File: src/rtl/elastic_pipe_register.sv
// rtl/elastic_pipe_register.sv - Depth-entry elastic buffer between two pipeline stages
// Circular store with valid/ready on both sides, synchronous flush and occupancy output.
module elastic_pipe_register #(
    parameter int WIDTH = 32,
    parameter int DEPTH = 2,
    localparam int PTR_W = (DEPTH > 1) ? $clog2(DEPTH) : 1,
    localparam int CNT_W = $clog2(DEPTH + 1)
) (
    input  logic             clk,
    input  logic             rst_n,
    input  logic             flush,
    input  logic             in_valid,
    output logic             in_ready,
    input  logic [WIDTH-1:0] data_input,
    output logic             out_valid,
    input  logic             out_ready,
    output logic [WIDTH-1:0] data_output,
    output logic [CNT_W-1:0] count
);

    logic [WIDTH-1:0] mem [DEPTH];
    logic [PTR_W-1:0] wp;
    logic [PTR_W-1:0] rp;
    logic [CNT_W-1:0] occ;
    logic             push;
    logic             pop;

    // Pointers wrap at DEPTH-1 so non power-of-two depths never index past the store.
    function automatic logic [PTR_W-1:0] bump(input logic [PTR_W-1:0] p);
        return (p == PTR_W'(DEPTH - 1)) ? '0 : p + PTR_W'(1);
    endfunction

    // Handshake outputs depend only on registered occupancy, never on out_ready.
    assign in_ready    = (occ < CNT_W'(DEPTH));
    assign out_valid   = (occ != '0);
    assign push        = in_valid && in_ready;
    assign pop         = out_valid && out_ready;
    assign data_output = out_valid ? mem[rp] : '0;
    assign count       = occ;

    always_ff @(posedge clk or negedge rst_n) begin
        if (!rst_n) begin
            wp  <= '0;
            rp  <= '0;
            occ <= '0;
        end else if (flush) begin
            wp  <= '0;
            rp  <= '0;
            occ <= '0;
        end else begin
            if (push) begin
                wp <= bump(wp);
            end
            if (pop) begin
                rp <= bump(rp);
            end
            if (push && !pop) begin
                occ <= occ + CNT_W'(1);
            end else if (pop && !push) begin
                occ <= occ - CNT_W'(1);
            end
        end
    end

    // Flush leaves stored words in place; only reset scrubs them.
    always_ff @(posedge clk or negedge rst_n) begin
        if (!rst_n) begin
            for (int i = 0; i < DEPTH; i++) begin
                mem[i] <= '0;
            end
        end else if (push && !flush) begin
            mem[wp] <= data_input;
        end
    end

endmodule

File: config.mk
export PLATFORM = sky130hd
export DESIGN_NAME = elastic_pipe_register
export DESIGN_NICKNAME = d
export VERILOG_FILES = /design/src/rtl/elastic_pipe_register.sv
export SDC_FILE = /design/constraint.sdc
export NUM_CORES = 1
export LEC_CHECK = 0
export BUFFER_PORTS_ARGS = -buffer_cell sky130_fd_sc_hd__buf_2
export CORE_AREA = 3 3 100 102
export CTS_CLUSTER_DIAMETER = 200
export DETAILED_ROUTE_END_ITERATION = 8
export DIE_AREA = 0 0 103 105
export GPL_TIMING_DRIVEN = 0
export PLACE_DENSITY = 0.52
export SYNTH_ARGS = -nofsm -noshare
export SYNTH_HDL_FRONTEND = slang
export SYNTH_SLANG_ARGS = --single-unit
File: constraint.sdc
create_clock -name clk -period 3.5 [get_ports clk]
set_input_delay 0.35 -clock clk [delete_from_list [all_inputs] [get_ports clk]]
set_output_delay 0.35 -clock clk [all_outputs]
set_load 0.05 [all_outputs]
==> results.md <==
- The flow ran to the end, and the final reports show no timing, DRC or antenna violations.
- For the pin with the worst max-slew slack, the measured transition is 522 ps.
- The clock transition at the registers of the reported paths is 80 ps.
- The first detailed-routing pass took 4 iterations.
- Summed over all layers, the global routing overflow is 0.
- The portion of synthesized cell area occupied by the leading cell type is 54.9%.
- The via count of the first global-routing pass is 2,107.
- The H-tree was split into 3 levels.
- The xor-xnor portion of the synthesized cell area is 0.565%.
- The number of nets in the synthesized netlist is 267.
- The mux share of post-synthesis cell area is 33.9%.
- The worst-case setup margin in the final layout is 1130 ps.
- Traced cell by cell, the critical path runs through nor2_1 -> clkbuf_1 -> nor2_1 -> buf_2.
- The core area is 9200 sq um.
- The layout overhead on the synthesized area is 23.9%.
- The type of destination of the critical path is an output port.
- Buffers placed on the I/O ports in this run total 72.
- The tightest slew margin relative to the limit is 65.2%.
- The internal power consumption is 1.65 mW.
- The buffer count from post-CTS setup fixing is 0.
- The wire length per cell is 15.1 um.
- The weighted congestion at the end of routability-driven global placement is 0.668.
- The number of antenna-violating nets in the routed design is 0.
- The count of vias placed by the detailed router is 2,014.
- The hold violation count in the final report is 0.
- The mean instance size in the synthesized netlist is 13.5 sq um.
- For this run, the share of the core covered by cells in the final layout is 41.7%.
- Timing would allow up to 0.422 GHz.
- The Yosys step of the flow raised 0 warnings.
- The initial antenna violation count is 0.
- The total count of max-transition violations in the final report is 0.
- The required arrival time at the worst endpoint is 3150 ps.
- Counting stages on the worst path, the most repeated cell is nor2_1.
- The starting density of the core is 33.7%.
- The die is 103 um wide.
- By area, the combinational part of the netlist is dominated by multiplexers.
- The count of buffer and inverter cells on the critical path is 2.
- The CTS tree is done.
- IR analysis of the VDD net gives a maximum drop of 0.302 mV.
- The area share of fa/ha/maj cells after synthesis is 0%.
- STA classifies the critical path startpoint as a flip-flop.
- The overall routed net length is 6.51 mm.
- The cell sitting at the root of the clock tree is a clkbuf_8.
- The cell count after synthesis is 230.
- After layout, the worst path uses 67.7% of the clock period.
- The placed wire-length estimate after detailed placement is 4.48 mm.
- The maximum clock skew at final layout is 10.7 ps.
- The global-route wire length before repair is 10.8 mm.
- The mapped netlist covers 3100 sq um.
- The tool flagged a number of max-cap violations equal to 0.
- On the worst path, the slowest cell contributes a delay of 470 ps.
- The vertical die dimension is 105 um.
- The final number of setup-violating endpoints is 0.
- The switching power is 809 uW.
- Counting every sink on the clock net gives 68.
- The number of clock buffers added by TritonCTS is 9.
- The pin count of the biggest net entering global routing is 43.
- The static leakage is 1.75 nW.
- Among all stages on the critical path, the largest delay is contributed by clkbuf_1.
- The power share of the combinational group is 28.4%.
- The share of total power in the clock network is 26.5%.
- Once placement finished, the instance area stood at 3630 sq um.
- For this design the top-level I/O count stands at 73.
- The floorplan has 35 rows.
- The global router's overall resource usage is 13.1%.
- The number of buffers between clock root and the deepest sink is 2.
- The arrival time of data at the critical path endpoint is 2020 ps.
- Ranked by total cell area, the synthesized netlist is headed by dfrtp_1, mux2_2, mux2i_1, nor2_1, mux2_1.
- The average vias per placed instance is 4.67.
- After detailed routing, the number of remaining DRC violations is 0.
- The synthesized flop and latch total is 68.
- The cell family contributing the most delay on the critical path is buffers and inverters.
- The antenna diode count is 0.
- The final net count is 352.
- Sequential cells burn 45.1% of the power.
- The largest fanout on the critical path is 10.
- The library cell used most frequently in the layout, excluding fill and tap cells, is buf_2.
- The floorplan step defined a die boundary enclosing 10,800 sq um.
- The synthesized netlist devotes 6.30% of its cell area to simple gates.
- The number of DRC markers in iteration 0 is 39.
- The final critical delay including setup and external delays is 2370 ps.
- Counting distinct cell types in the post-synthesis netlist gives 19.
- In the layout the commonest cells are buf_2, dfrtp_1, mux2_2.
- Setup repair after global routing left no endpoint under its margin.
- The worst slack at placement is 1430 ps.
- The layout cell share with drive strength beyond 1 is 50.0%.
- The total negative slack is 0 ps.
- The kind of critical path is reg2out.
- After routing the design area is 3840 sq um.
- Dividing total power by cell area gives a power density of 641 nW/um^2.
- Of the total power, the share spent switching nets is 32.9%.
- The library cell with the largest summed area after synthesis is dfrtp_1.
- The portion of the post-synthesis area used by sequential elements is 54.9%.
- The synthesized netlist devotes 0.889% of its cell area to compound gates.
- The clock insertion delay at the later pin of the skew report is 340 ps.
- After clock tree synthesis, the repair step resized 0 gates.
- The filler cell count is 906.
- The worst hold path belongs to the class in2reg.
## timing repair
action	in CTS	in global routing
endpoints found under the hold margin	26	0
endpoints found under the setup margin	0	0
hold buffers	1	0
## path summary, 6_finish.rpt
| kind | from | end | slack (ps) | cells past startpoint |
|---|---|---|---|---|
| hold / removal | data_input[17] | mem[17] | 230 | 2 |
| setup / recovery | count[1] | data_output[29] | 1130 | 4 |
| max in group asynchronous | rst_n | mem[59] | 2500 | 3 |
| min in group asynchronous | rst_n | count[0] | 470 | 2 |
| setup reg to reg | count[1] | mem[29] | 1670 | 5 |
| hold reg to reg | mem[10] | mem[10] | 490 | 1 |
## power by group through the flow
| stage | registers, mW | logic [mW] | clock network (mW) |
|---|---|---|---|
| after floorplan | 1.10 | 0.549 | 0 |
| after global placement | 1.12 | 0.696 | 0 |
| after detailed placement | 1.13 | 0.711 | 0 |
| after CTS | 1.11 | 0.712 | 0.678 |
| after global routing | 1.14 | 0.765 | 0.719 |
| final | 1.11 | 0.699 | 0.652 |
## cell type report
cell class,count,area (sq um),share of cell area [%]
Buffer,14,97.6,2.54
Clock buffer,10,138,3.59
Clock inverter,6,63.8,1.66
Inverter,2,7.51,0.196
Multi-Input combinational cell,146,1290,33.6
Sequential cell,68,1700,44.3
Tap cell,111,139,3.62
Timing Repair Buffer,74,400,10.4
## Yosys cell counts
library cell	count
nand2b_1	2
mux2_2	59
xor2_1	2
buf_2	3
nor2_1	35
clkbuf_1	4
a21oi_1	2
o21ai_0	2
dfrtp_1	68
nand2_1	1
buf_4	3
nor2b_1	2
nor3_4	1
mux2i_1	33
buf_6	4
inv_1	2
nor3b_4	1
a21o_1	1
mux2_1	5
## flip-flops by register name (all words and copies together), names as in the netlist
signal	flops
mem	64
count	2
rp	1
wp	1
## cell families (layout without fill, tap and decap cells)
logic type	after synthesis	after routing
mux	97	97
flops	68	68
simple gates	42	42
buf+inv	16	106
compound gates	5	5
xor+xnor	2	2
## per-layer routing
layer | part of all wire, % | up-vias | global-route usage, % | routed length (um)
met5 | 0 | - | 0 | 0
met4 | 1.2 | 0 | 3.05 | 80
met3 | 5.4 | 9 | 4.87 | 349
met2 | 47 | 48 | 20.4 | 3060
met1 | 46 | 994 | 17.1 | 3020
li1 | - | 963 | - | -
## stage by stage
step / hold slack, ps / std cells / power, mW
after CTS: 212 / 431 / 2.50
after detailed placement: 308 / 414 / 1.84
final: 233 / 431 / 2.46
after global routing: 210 / 431 / 2.62
after floorplan: 54.4 / 230 / 1.65
after global placement: 468 / 413 / 1.81
Note: power is estimated with default switching activity, not from simulation.
